<file path="src/rtl/ch_seq_pkg.sv">
// Shared types and default constants for the channel playback sequencer.
package ch_seq_pkg;

  typedef enum logic [2:0] {
    IDLE,
    ARB,
    WR_DRAIN,
    RD_REQ,
    PLAY,
    FINISH
  } seq_state_t;

  localparam int BURST_MAX_DEF = 8;
  localparam int WR_THRESH_DEF = 128;

endpackage

</file>
<file path="src/rtl/seq_addr_cnt.sv">
// Tracks the current replay address and words remaining; derives the next burst
// length and whether it is the final burst of the sequence.
module seq_addr_cnt
  import ch_seq_pkg::*;
#(
  parameter int ADDR_W    = 16,
  parameter int CNT_W     = 16,
  parameter int BURST_MAX = BURST_MAX_DEF
) (
  input  logic              clk,
  input  logic              resetN,
  input  logic              load_i,
  input  logic              advance_i,
  input  logic [ADDR_W-1:0] base_addr_i,
  input  logic [CNT_W-1:0]  total_i,
  output logic [ADDR_W-1:0] cur_addr_o,
  output logic [CNT_W-1:0]  burst_o,
  output logic              last_burst_o
);

  localparam logic [CNT_W-1:0] BURST_MAX_C = CNT_W'(BURST_MAX);

  logic [ADDR_W-1:0] cur_addr_q, cur_addr_d;
  logic [CNT_W-1:0]  remaining_q, remaining_d;

  always_comb begin
    burst_o      = (remaining_q > BURST_MAX_C) ? BURST_MAX_C : remaining_q;
    last_burst_o = (remaining_q <= BURST_MAX_C);
  end

  // Address advance wraps naturally at the ADDR_W boundary.
  always_comb begin
    cur_addr_d  = cur_addr_q;
    remaining_d = remaining_q;
    if (load_i) begin
      cur_addr_d  = base_addr_i;
      remaining_d = total_i;
    end else if (advance_i) begin
      cur_addr_d  = cur_addr_q + ADDR_W'(burst_o);
      remaining_d = remaining_q - burst_o;
    end
  end

  always_ff @(posedge clk or negedge resetN) begin
    if (!resetN) begin
      cur_addr_q  <= '0;
      remaining_q <= '0;
    end else begin
      cur_addr_q  <= cur_addr_d;
      remaining_q <= remaining_d;
    end
  end

  assign cur_addr_o = cur_addr_q;

endmodule

</file>
<file path="src/rtl/playback_sequencer.sv">
// Splits a channel replay into read bursts, drives halfDuplex/playbackUnit handshakes
// and grants write drains at burst boundaries. All outputs are registered.
module playback_sequencer
  import ch_seq_pkg::*;
#(
  parameter int ADDR_W    = 16,
  parameter int CNT_W     = 16,
  parameter int BURST_MAX = BURST_MAX_DEF,
  parameter int WR_THRESH = WR_THRESH_DEF
) (
  input  logic              clk,
  input  logic              resetN,
  input  logic              start,
  input  logic              abort,
  input  logic [ADDR_W-1:0] baseAddr,
  input  logic [CNT_W-1:0]  totalWords,
  input  logic [8:0]        wrCount,
  input  logic              dataValid,
  input  logic              playDone,
  output logic              readReq,
  output logic              writeReq,
  output logic [ADDR_W-1:0] requestAddr,
  output logic [CNT_W-1:0]  numReads,
  output logic              playEnable,
  output logic              busy,
  output logic              done
);

  localparam logic [8:0] WR_THRESH_C = 9'(WR_THRESH);

  seq_state_t state_q, state_d;

  logic              load, advance, ld_burst;
  logic [ADDR_W-1:0] cur_addr;
  logic [CNT_W-1:0]  burst;
  logic              last_burst;

  logic              read_req_q, read_req_d;
  logic              write_req_q, write_req_d;
  logic              play_en_q, play_en_d;
  logic              busy_q, busy_d;
  logic              done_q, done_d;
  logic [ADDR_W-1:0] req_addr_q, req_addr_d;
  logic [CNT_W-1:0]  num_reads_q, num_reads_d;

  seq_addr_cnt #(
    .ADDR_W   (ADDR_W),
    .CNT_W    (CNT_W),
    .BURST_MAX(BURST_MAX)
  ) u_addr_cnt (
    .clk         (clk),
    .resetN      (resetN),
    .load_i      (load),
    .advance_i   (advance),
    .base_addr_i (baseAddr),
    .total_i     (totalWords),
    .cur_addr_o  (cur_addr),
    .burst_o     (burst),
    .last_burst_o(last_burst)
  );

  always_comb begin
    state_d  = state_q;
    load     = 1'b0;
    advance  = 1'b0;
    ld_burst = 1'b0;
    case (state_q)
      IDLE: begin
        if (start) begin
          load    = 1'b1;
          state_d = (totalWords == '0) ? FINISH : ARB;
        end
      end
      ARB: begin
        if (wrCount >= WR_THRESH_C) begin
          state_d = WR_DRAIN;
        end else begin
          ld_burst = 1'b1;
          state_d  = RD_REQ;
        end
      end
      WR_DRAIN: if (dataValid) state_d = ARB;
      RD_REQ:   if (dataValid) state_d = PLAY;
      PLAY: begin
        if (playDone) begin
          advance = 1'b1;
          state_d = last_burst ? FINISH : ARB;
        end
      end
      FINISH:   state_d = IDLE;
      default:  state_d = IDLE;
    endcase
    // Abort overrides everything, including a start seen in IDLE.
    if (abort) begin
      state_d  = IDLE;
      load     = 1'b0;
      advance  = 1'b0;
      ld_burst = 1'b0;
    end
  end

  // Outputs are decoded from the next state so they are valid in the state they describe.
  always_comb begin
    read_req_d  = (state_d == RD_REQ);
    write_req_d = (state_d == WR_DRAIN);
    play_en_d   = (state_d == PLAY);
    busy_d      = (state_d != IDLE);
    done_d      = (state_d == FINISH);
    req_addr_d  = ld_burst ? cur_addr : req_addr_q;
    num_reads_d = ld_burst ? burst : num_reads_q;
  end

  always_ff @(posedge clk or negedge resetN) begin
    if (!resetN) begin
      state_q     <= IDLE;
      read_req_q  <= 1'b0;
      write_req_q <= 1'b0;
      play_en_q   <= 1'b0;
      busy_q      <= 1'b0;
      done_q      <= 1'b0;
      req_addr_q  <= '0;
      num_reads_q <= '0;
    end else begin
      state_q     <= state_d;
      read_req_q  <= read_req_d;
      write_req_q <= write_req_d;
      play_en_q   <= play_en_d;
      busy_q      <= busy_d;
      done_q      <= done_d;
      req_addr_q  <= req_addr_d;
      num_reads_q <= num_reads_d;
    end
  end

  assign readReq     = read_req_q;
  assign writeReq    = write_req_q;
  assign playEnable  = play_en_q;
  assign busy        = busy_q;
  assign done        = done_q;
  assign requestAddr = req_addr_q;
  assign numReads    = num_reads_q;

endmodule
</file>
<file path="config.mk">
export PLATFORM = sky130hd
export DESIGN_NAME = playback_sequencer
export DESIGN_NICKNAME = d
export VERILOG_FILES = /design/src/rtl/ch_seq_pkg.sv /design/src/rtl/seq_addr_cnt.sv /design/src/rtl/playback_sequencer.sv
export SDC_FILE = /design/constraint.sdc
export NUM_CORES = 1
export LEC_CHECK = 0
export ABC_CLOCK_PERIOD_IN_PS = 4500
export BUFFER_PORTS_ARGS = -buffer_cell sky130_fd_sc_hd__buf_2
export CORE_MARGIN = 10
export CORE_UTILIZATION = 45
export CTS_CLUSTER_DIAMETER = 30
export DETAILED_ROUTE_END_ITERATION = 8
export PLACE_DENSITY = 0.67
export SYNTH_ARGS = -nofsm -noshare
export SYNTH_HDL_FRONTEND = slang
export SYNTH_SLANG_ARGS = --single-unit
export TNS_END_PERCENT = 5
</file>
<file path="constraint.sdc">
create_clock -name clk -period 4.5 [get_ports clk]
set_clock_uncertainty 0.05 [all_clocks]
set_input_delay 0.9 -clock clk [delete_from_list [all_inputs] [get_ports clk]]
set_output_delay 0.9 -clock clk [all_outputs]
set_load 0.02 [all_outputs]
</file>
==> results of run 1 <==
## final cells by class
| class | count | area share |
|---|---|---|
| Timing Repair Buffer | 82 | 0.09059 |
| Multi-Input combinational cell | 327 | 0.4514 |
| Inverter | 8 | 0.006395 |
| Clock inverter | 4 | 0.006128 |
| Sequential cell | 72 | 0.3837 |
| Clock buffer | 12 | 0.03304 |
| Tap cell | 108 | 0.02878 |
## per-stage QoR
step | setup slack [ps] | cells | hold slack [ps] | power (mW) | area [sq um]
2_1_floorplan | 1256 | 429 | 415.2 | 1.815 | 4028
3_3_place_gp | 843.1 | 597 | 406.2 | 2.071 | 4512
3_5_place_dp | 797.4 | 597 | 415.3 | 2.106 | 4512
4_1_cts | 685.1 | 613 | 438.0 | 2.599 | 4696
5_1_grt | 408.2 | 613 | 447.8 | 2.804 | 4696
6_report | 667.6 | 613 | 429.7 | 2.608 | 4696
## sequential cells by signal, summed over array words and instances, names as in the netlist
| register | count |
|---|---|
| busy | 1 |
| done | 1 |
| numReads | 16 |
| playEnable | 1 |
| readReq | 1 |
| requestAddr | 16 |
| state_q | 3 |
| u_addr_cnt.cur_addr_o | 16 |
| u_addr_cnt.remaining_q | 16 |
| writeReq | 1 |
## cells in the mapped netlist (3+ instances only)
library cell	count	area [sq um]
nor4_1	11	68.82
inv_1	8	30.03
clkbuf_1	21	78.83
o22ai_1	3	18.77
xnor2_1	4	35.03
or3_1	4	25.02
a31oi_1	10	62.56
dfrtp_1	72	1802
and3_1	8	50.05
a211oi_1	6	45.04
o211ai_1	4	30.03
or2_2	3	18.77
a21oi_1	27	135.1
nand3_1	10	50.05
a22oi_1	3	22.52
nor3_1	14	70.07
nand2_1	33	123.9
o31ai_1	5	37.54
a21o_1	6	45.04
nor2_1	29	108.9
mux2i_1	3	30.03
ha_1	16	200.2
mux2_2	18	202.7
o21a_1	6	45.04
and2_1	13	81.33
o21ai_0	37	185.2
nor2b_1	3	18.77
## worst max-delay path, stage by stage (launching register included)
cell	delay [ps]
dfrtp_1	430
or4_4	580
nor3_4	250
and2_1	310
nand2_1	160
fa_1	430
nor2b_1	250
o31ai_1	140
a211oi_1	460
o2111ai_1	230
a2111o_1	400
nand3_1	70
## power by group through the flow
| stage | sequential (mW) | combinational (mW) | clock (mW) |
|---|---|---|---|
| 2_1_floorplan | 1.09 | 0.726 | 0 |
| 5_1_grt | 1.08 | 1.20 | 0.524 |
| 4_1_cts | 1.04 | 1.06 | 0.497 |
| 3_3_place_gp | 1.04 | 1.03 | 0 |
| 6_report | 1.04 | 1.07 | 0.492 |
| 3_5_place_dp | 1.05 | 1.06 | 0 |
## metal layers
layer | up-vias | GRT usage | part of all wire
met5 | - | 0 | 0
met4 | 0 | 0.07686 | 0.019
met3 | 16 | 0.04193 | 0.064
met2 | 101 | 0.2449 | 0.45
met1 | 1691 | 0.2066 | 0.47
li1 | 1701 | - | -
## cells by family after synthesis
group	count (synthesis)	share of synthesized area
AOI/OAI and AO/OA	129	0.2067
xor gates and xnor gates	5	0.01097
adders and majority gates	17	0.05519
buffers and inverters	30	0.02916
DFF	72	0.4516
muxes	21	0.05832
other	2	0.001882
and+or+nand+nor	143	0.1863
## worst max path at each step
stage	start	end	slack [ps]
finish	u_addr_cnt.remaining_q[14]$_DFFE_PN0P_	u_addr_cnt.cur_addr_o[14]$_DFFE_PN0P_	670
global route	u_addr_cnt.remaining_q[14]$_DFFE_PN0P_	u_addr_cnt.cur_addr_o[14]$_DFFE_PN0P_	410
CTS	u_addr_cnt.remaining_q[14]$_DFFE_PN0P_	u_addr_cnt.cur_addr_o[14]$_DFFE_PN0P_	690
detailed placement	u_addr_cnt.remaining_q[14]$_DFFE_PN0P_	u_addr_cnt.cur_addr_o[14]$_DFFE_PN0P_	800
global placement	u_addr_cnt.remaining_q[6]$_DFFE_PN0P_	u_addr_cnt.cur_addr_o[14]$_DFFE_PN0P_	840
floorplan	u_addr_cnt.remaining_q[6]$_DFFE_PN0P_	u_addr_cnt.cur_addr_o[14]$_DFFE_PN0P_	1260
==> out/results.txt, run 1 <==
Library cells used by synthesis: 59
Cell leakage power: 2.248 nW
Final ANT Viol Nets: 0
CP arrival: 4070 ps
Final Util: 0.5411
Synth Warn #: 0
Via Count: 3,509
Comb power frac: 0.412
Post-synthesis sequential area ratio: 0.4516
Worst Tran Pin Value: 1045 ps
First-pass GRT wire length: 17,200 microns
Width of the chip: 114.2 microns
Drt initial violations: 228
HP Class: flip-flop to flip-flop
Root buf cell: clkbuf_8
Cts hold-fix bufs: 0
Total GRT Usage: 0.1603
Dpl hpwl: 7456 microns
Commonest non-fill, non-tap cell in the layout: buf_2
Std-Cell Rows: 34
Placeable Area: 8678 sq um
Grt total ovfl: 0
Num ports: 84
Seq. cell area: 1802 sq um
Post-Syn Area per Cell: 9.523 sq um
Final Setup Violations: 0
Reg2reg setup slack: 670 ps
Crit-path max FO: 6
R2r endpoint: u_addr_cnt.cur_addr_o[14]$_DFFE_PN0P_
IO Port Bufs: 76
Critical path class: flip-flop to flip-flop
Max Root-Sink Buffers: 2
Number of global-route vias before repair: 3,552
Cells after Synth: 419
Die area: 13,030 sq um
Number of diodes: 0
Max Freq: 260.9 MHz
RSZ-0062 raised after global routing: false
Hold Path Depth: 1
Postcts setup bufs: 0
P_sw: 1.065 mW
Hold endpoint: numReads[15]$_DFFE_PN0P_
CTS tree: done
First-pass iteration count of the detailed router: 4
Synth Register Bits: 72
Final min period: 3832 ps
Clk slew on worst S/H paths: 80 ps
DRC Markers: 0
Gp weighted congestion: 0.8740
Switching part of the total power: 0.4085
Pwr Density: 555.3 nW/um^2
Setup TNS: 0 ps
Multi-input gate area in the final layout: 2120 sq um
Wire per inst: 16.85 microns
CP Data Required Time: 4740 ps
Layout cells sized above 1: 0.2495
EDFF count, synth: 0
Reg2reg start: u_addr_cnt.remaining_q[14]$_DFFE_PN0P_
Hold_sp: numReads[15]$_DFFE_PN0P_
Largest net degree at the start of global routing: 45
R2R cell count: 11
Most frequent cells in the layout: buf_2, dfrtp_1, o21ai_0
Internal: 1.542 mW
Slew headroom: 0.3029
Main synth FF type: dfrtp_1
Starting Density: 0.4598
Pins Over Slew Limit: 0
Sink Count: 72
Mapped cell area: 3990 sq um
Max_cap viols: 0
Number of fillers in the final layout: 851
Sequential fraction of design power: 0.400
Antenna violations before repair: 0
Area Growth Syn to Fin: 17.69%
Period utilization: 0.8516
Worst-skew pair later-pin latency: 360 ps
Worst setup SP type: flip-flop
Number of gates resized after cts: 0
Chip height: 114.2 microns
Clock network power share: 0.189
Critical Path End Type: flip-flop
Avg Vias per Cell: 5.724
CTS Buf Count: 9
Final hold violations: 0
H-tree level count: 3
Post-synth ARST share: 1.000
Status: complete, no violations
WL final: 10,330 microns
Nets: 564
VDD IR max: 0.2813 mV
(Power assumes the default switching activity.)
==> run 2, diff against run 1 <==
--- a/config.mk
+++ b/config.mk
@@ -5,13 +5,13 @@
 export SDC_FILE = /design/constraint.sdc
 export NUM_CORES = 1
 export LEC_CHECK = 0
-export ABC_CLOCK_PERIOD_IN_PS = 4500
+export ABC_CLOCK_PERIOD_IN_PS = 3200
 export BUFFER_PORTS_ARGS = -buffer_cell sky130_fd_sc_hd__buf_2
 export CORE_MARGIN = 10
 export CORE_UTILIZATION = 45
 export CTS_CLUSTER_DIAMETER = 30
 export DETAILED_ROUTE_END_ITERATION = 8
-export PLACE_DENSITY = 0.67
+export PLACE_DENSITY = 0.69
 export SYNTH_ARGS = -nofsm -noshare
 export SYNTH_HDL_FRONTEND = slang
 export SYNTH_SLANG_ARGS = --single-unit
==> constraint.sdc (replaced) <==
create_clock -name clk -period 3.2 [get_ports clk]
set_clock_uncertainty 0.05 [all_clocks]
set_input_delay 0.64 -clock clk [delete_from_list [all_inputs] [get_ports clk]]
set_output_delay 0.64 -clock clk [all_outputs]
set_load 0.02 [all_outputs]
==> run 2 against run 1 <==
  * The run now ends with setup timing left
  * Utilization up 3.7 points
  * Final cell count up 4.6%
  * Routed wire length up 2.8%
  * Hold slack worse by 150 ps
  * Count of clock-buffer cells in the layout down 2
  * Die area unchanged
  * Sequential share of layout area down 2.4 points
  * Critical path type unchanged
  * Largest cell class unchanged
  * Largest power group unchanged
==> out/results.txt, run 2 (synthesis results as in run 1) <==
Status: complete, but fails checks
Violated checks: setup timing
Nets: 592 (+5.0%)
Post-Layout Cell Count: 641 (+4.6%)
Drt initial violations: 230 (+0.88%)
Comb power frac: 0.454 (+0.042)
Largest net degree at the start of global routing: 36 (-20%)
Antenna violations before repair: 0 (unchanged)
WL final: 10,620 microns (+2.8%)
Slew headroom: 0.5233 (+0.2205)
Starting Density: 0.4598 (unchanged)
Pwr Density: 790.1 nW/um^2 (+42%)
IO Port Bufs: 76 (unchanged)
Most frequent cells in the layout: buf_2, dfrtp_1, o21ai_0
First-pass GRT wire length: 17,850 microns (+3.8%)
Final min period: 3209 ps (-623.4 ps)
Area Growth Syn to Fin: 25.65%
Total GRT Usage: 0.1647 (+0.004393)
Root buf cell: clkbuf_8
VDD IR max: 0.3688 mV (+31%)
P_sw: 1.577 mW (+48%)
Setup ws final: -9.017 ps (-676.6 ps)
Wire per inst: 16.57 microns (-1.7%)
CP arrival: 3440 ps (-630 ps)
CTS tree: done
Clock network power share: 0.190 (about the same)
Sequential fraction of design power: 0.356 (-0.044)
Final Setup Violations: 2 (+2)
First-pass iteration count of the detailed router: 5 (+1)
Sink Count: 72 (unchanged)
H-tree level count: 3 (unchanged)
Chip height: 114.2 microns (unchanged)
Die area: 13,030 sq um (unchanged)
Area of placed instances: 4703 sq um (+4.2%)
Switching part of the total power: 0.3981 (-0.01037)
Dpl hpwl: 7824 microns (+4.9%)
Period utilization: 1.003 (+0.1512)
Internal: 2.384 mW (+55%)
Worst Tran Pin Value: 715.0 ps (-329.6 ps)
Commonest non-fill, non-tap cell in the layout: buf_2
Worst Hold Slack: 279.9 ps (-149.8 ps)
Critical path class: flip-flop to flip-flop
Max_cap viols: 0 (unchanged)
Placeable Area: 8678 sq um (unchanged)
Std-Cell Rows: 34 (unchanged)
Number of diodes: 0 (unchanged)
Num ports: 84 (unchanged)
Max Root-Sink Buffers: 2 (unchanged)
Dpl ws: -173.0 ps (-970.4 ps)
Avg Vias per Cell: 5.666 (-1.0%)
Max Freq: 311.6 MHz (+19%)
Final ANT Viol Nets: 0 (unchanged)
Layout cells sized above 1: 0.3133 (+0.06382)
Via Count: 3,632 (+3.5%)
CP Data Required Time: 3430 ps (-1310 ps)
Number of global-route vias before repair: 3,699 (+4.1%)
Total power draw: 3.961 mW (+52%)
Final hold violations: 0 (unchanged)
Critical Path End Type: flip-flop
Gp weighted congestion: 0.8818 (+0.89%)
Clk slew on worst S/H paths: 90 ps (about the same)
Worst setup SP type: flip-flop
Crit-path max FO: 4 (-2)
Cell leakage power: 2.406 nW (+7.0%)
Pins Over Slew Limit: 0 (unchanged)
Design Area, Final: 5014 sq um (+6.8%)
Placed cell count: 622 (+4.2%)
CTS Buf Count: 9 (unchanged)
DRC Markers: 0 (unchanged)
Width of the chip: 114.2 microns (unchanged)
RSZ-0062 raised after global routing: true
HP Class: input pin to async pin
Cts hold-fix bufs: 0 (unchanged)
Worst-skew pair later-pin latency: 350 ps (about the same)
Setup TNS: -12.37 ps (-12.37 ps)
Grt total ovfl: 0 (unchanged)
Final Util: 0.5777 (+0.03662)
==> run 2: power groups by stage <==
stage | combinational [mW] | sequential, mW | clock [mW]
final | 1.80 | 1.41 | 0.753
after global routing | 2.00 | 1.45 | 0.805
after CTS | 1.71 | 1.41 | 0.762
after detailed placement | 1.69 | 1.42 | 0
after global placement | 1.65 | 1.40 | 0
after floorplan | 1.02 | 1.53 | 0
==> run 2: worst max-delay path, stage by stage (launching register included) <==
cell	delay [ps]
dfrtp_1	390
or4_4	560
nor3_4	240
and3_4	220
ha_1	240
nor2b_4	140
buf_6	110
o31a_1	300
o21a_1	180
o21ai_0	150
or3b_4	410
a31oi_4	150
==> run 2: path summary, 6_finish.rpt <==
path / cells past startpoint / slack [ps] / from / endpoint
max: 11 / -9 / u_addr_cnt.remaining_q[5]$_DFFE_PN0P_ / u_addr_cnt.cur_addr_o[6]$_DFFE_PN0P_
max in group asynchronous: 2 / 2050 / resetN / requestAddr[3]$_DFFE_PN0P_
min in group clk: 1 / 430 / numReads[12]$_DFFE_PN0P_ / numReads[12]$_DFFE_PN0P_
min: 1 / 280 / resetN / numReads[5]$_DFFE_PN0P_
max reg2reg: 11 / -9 / u_addr_cnt.remaining_q[5]$_DFFE_PN0P_ / u_addr_cnt.cur_addr_o[6]$_DFFE_PN0P_
min reg2reg: 1 / 430 / numReads[12]$_DFFE_PN0P_ / numReads[12]$_DFFE_PN0P_
==> run 2: area by class of cell <==
| class | instances | area (sq um) |
|---|---|---|
| Timing Repair Buffer | 110 | 639.4 |
| Tap cell | 108 | 135.1 |
| Fill cell | 791 | 3665 |
| Sequential cell | 72 | 1802 |
| Clock inverter | 6 | 67.56 |
| Clock buffer | 10 | 137.6 |
| Inverter | 8 | 30.03 |
| Multi-Input combinational cell | 327 | 2202 |
==> run 2: repair_timing <==
item	in CTS	in global routing
pin swaps	4	9
setup endpoints to repair	6	9
buffers inserted	1	2
hold endpoints to repair	0	0
gates resized for setup	6	12
==> run 2: per-layer routing <==
metal,up-vias,wire [microns],track usage
met2,101,4897,0.2521
met1,1760,4913,0.2195
li1,1757,-,-
met3,14,645,0.03669
met5,-,0,0
met4,0,163,0.06934
==> run 3, diff against run 2 <==
--- a/config.mk
+++ b/config.mk
@@ -6,7 +6,7 @@
 export NUM_CORES = 1
 export LEC_CHECK = 0
 export ABC_CLOCK_PERIOD_IN_PS = 3200
-export BUFFER_PORTS_ARGS = -buffer_cell sky130_fd_sc_hd__buf_2
+export BUFFER_PORTS_ARGS = -buffer_cell sky130_fd_sc_hd__buf_4
 export CORE_MARGIN = 10
 export CORE_UTILIZATION = 45
 export CTS_CLUSTER_DIAMETER = 30
==> run 3 against run 2 <==
  * The flow now finishes without violations
  * Final cell count is 0.47% higher
  * Power is 2.6% higher
  * Setup slack better by 49 ps
  * Hold slack better by 80 ps
  * Sequential power hardly changed
  * Utilization is 2.4 points higher
  * Routed wire length is 2.0% lower
  * Global-route usage is 0.31 points lower
  * First-iteration DRC count is 26% lower
  * Design area is 4.1% higher
  * Non-clock buffer count is 3 higher
  * Count of clock-buffer cells in the layout stayed put
==> out/results.txt, run 3 (synthesis results as in run 1) <==
Status: complete, no violations
Max Freq: 316.5 MHz (+1.6%)
Max Root-Sink Buffers: 2 (unchanged)
Met3 Resource Use GR: 0.03774 (+0.001048)
H-tree level count: 3 (unchanged)
Period utilization: 0.9874 (-0.01546)
Met1 Track Usage GR: 0.2200 (+0.0005398)
Wire per inst: 16.16 microns (-2.5%)
Crit-path max FO: 4 (unchanged)
Grt total ovfl: 0 (unchanged)
Antenna violations before repair: 0 (unchanged)
CTS tree: done
Largest net degree at the start of global routing: 73 (+100%)
Dpl ws: -163.4 ps (+9.646 ps)
Worst Hold Slack: 359.8 ps (+79.86 ps)
CP Data Required Time: 3430 ps (about the same)
Chip height: 114.2 microns (unchanged)
First-pass GRT wire length: 17,460 microns (-2.2%)
Setup ws final: 40.46 ps (+49.48 ps)
Nets: 595 (+0.51%)
Final min period: 3160 ps (-49.48 ps)
Final hold violations: 0 (unchanged)
Die area: 13,030 sq um (unchanged)
Clk slew on worst S/H paths: 80 ps (about the same)
CP arrival: 3390 ps (-50 ps)
Number of fillers in the final layout: 777 (-1.8%)
R2R cell count: 13 (+2)
Drt initial violations: 171 (-26%)
Critical path class: flip-flop to flip-flop
WL final: 10,410 microns (-2.0%)
Avg Vias per Cell: 5.554 (-2.0%)
Sink Count: 72 (unchanged)
Final ANT Viol Nets: 0 (unchanged)
Critical Path End Type: flip-flop
HP Class: input pin to async pin
Dpl hpwl: 7549 microns (-3.5%)
Max_cap viols: 0 (unchanged)
VDD IR max: 0.4180 mV (+13%)
Pwr Density: 778.7 nW/um^2 (-1.4%)
DRC Markers: 0 (unchanged)
Worst Tran Pin Value: 915.5 ps (+200.5 ps)
CTS Buf Count: 9 (unchanged)
Post-Layout Cell Count: 644 (+0.47%)
GRT met2 Usage: 0.2422 (-0.009871)
Number of diodes: 0 (unchanged)
Cell leakage power: 2.472 nW (+2.8%)
Worst setup SP type: flip-flop
Most frequent cells in the layout: buf_4, dfrtp_1, o21ai_0
Slew headroom: 0.3896 (-0.1337)
Root buf cell: clkbuf_8
Cts hold-fix bufs: 0 (unchanged)
Gp weighted congestion: 0.8973 (+1.8%)
Layout cells sized above 1: 0.3153 (+0.001978)
GRT busiest layer: met2
RSZ-0062 raised after global routing: true
Area Growth Syn to Fin: 30.79%
Commonest non-fill, non-tap cell in the layout: buf_4
Placed cell count: 621 (-0.16%)
Std-Cell Rows: 34 (unchanged)
Width of the chip: 114.2 microns (unchanged)
Final Util: 0.6014 (+0.02365)
Final Setup Violations: 0 (-2)
Via Count: 3,577 (-1.5%)
Design Area, Final: 5219 sq um (+4.1%)
Pins Over Slew Limit: 0 (unchanged)
Total GRT Usage: 0.1617 (-0.003072)
IO Port Bufs: 76 (unchanged)
First-pass iteration count of the detailed router: 4 (-1)
Starting Density: 0.4598 (unchanged)
Placeable Area: 8678 sq um (unchanged)
Num ports: 84 (unchanged)
Area of placed instances: 4886 sq um (+3.9%)
Number of global-route vias before repair: 3,607 (-2.5%)
Worst-skew pair later-pin latency: 350 ps (about the same)
run 3: worst max-delay path: stages (launching register included):
cell     delay, ps
dfrtp_1        380
or4_4          560
nor3_4         240
and3_4         230
ha_4           130
inv_2           30
fa_2           360
nor2b_4        140
buf_4          120
o31a_1         140
o21a_1         140
nor3_1          50
or3b_4         370
a31oi_1        150
run 3: power breakdown:
group          internal (mW)  leakage [nW]  switching (mW)
registers               1.20         0.910           0.206
logic                  0.857          1.45           0.996
clock network          0.456         0.112           0.346
run 3: final timing paths:
check | start | endpoint | slack [ps]
max in group asynchronous | resetN | u_addr_cnt.remaining_q[15]$_DFFE_PN0P_ | 2140
min in group clk | numReads[10]$_DFFE_PN0P_ | numReads[10]$_DFFE_PN0P_ | 440
min | resetN | numReads[10]$_DFFE_PN0P_ | 360
min reg2reg | numReads[10]$_DFFE_PN0P_ | numReads[10]$_DFFE_PN0P_ | 440
max | u_addr_cnt.remaining_q[5]$_DFFE_PN0P_ | u_addr_cnt.cur_addr_o[6]$_DFFE_PN0P_ | 40
max reg2reg | u_addr_cnt.remaining_q[5]$_DFFE_PN0P_ | u_addr_cnt.cur_addr_o[6]$_DFFE_PN0P_ | 40
run 3: stage by stage:
| stage | total power, mW | setup TNS, ps |
|---|---|---|
| floorplan | 2.556 | -11.89 |
| global placement | 3.129 | -392.6 |
| detailed placement | 3.181 | -539.2 |
| CTS | 4.038 | -25.17 |
| global route | 4.375 | -546.0 |
| finish | 4.064 | 0 |
run 3: final cells by class:
cell class / count / area (sq um) / share of cell area
Inverter: 8 / 30.03 / 0.005754
Clock inverter: 6 / 82.58 / 0.01582
Clock buffer: 10 / 137.6 / 0.02637
Timing Repair Buffer: 113 / 848.3 / 0.1626
Sequential cell: 72 / 1802 / 0.3452
Tap cell: 108 / 135.1 / 0.02589
Multi-Input combinational cell: 327 / 2183 / 0.4184
run 3: repair_timing:
action,in CTS,in global routing
resized for setup,12,3
endpoints found under the hold margin,0,0
setup buffers,5,2
pin swaps,10,9
endpoints found under the setup margin,6,12
run 3: layer usage:
layer,routed length (microns),up-vias
met5,0,-
met4,150,0
met3,608,13
met2,4712,94
met1,4933,1704
li1,-,1766
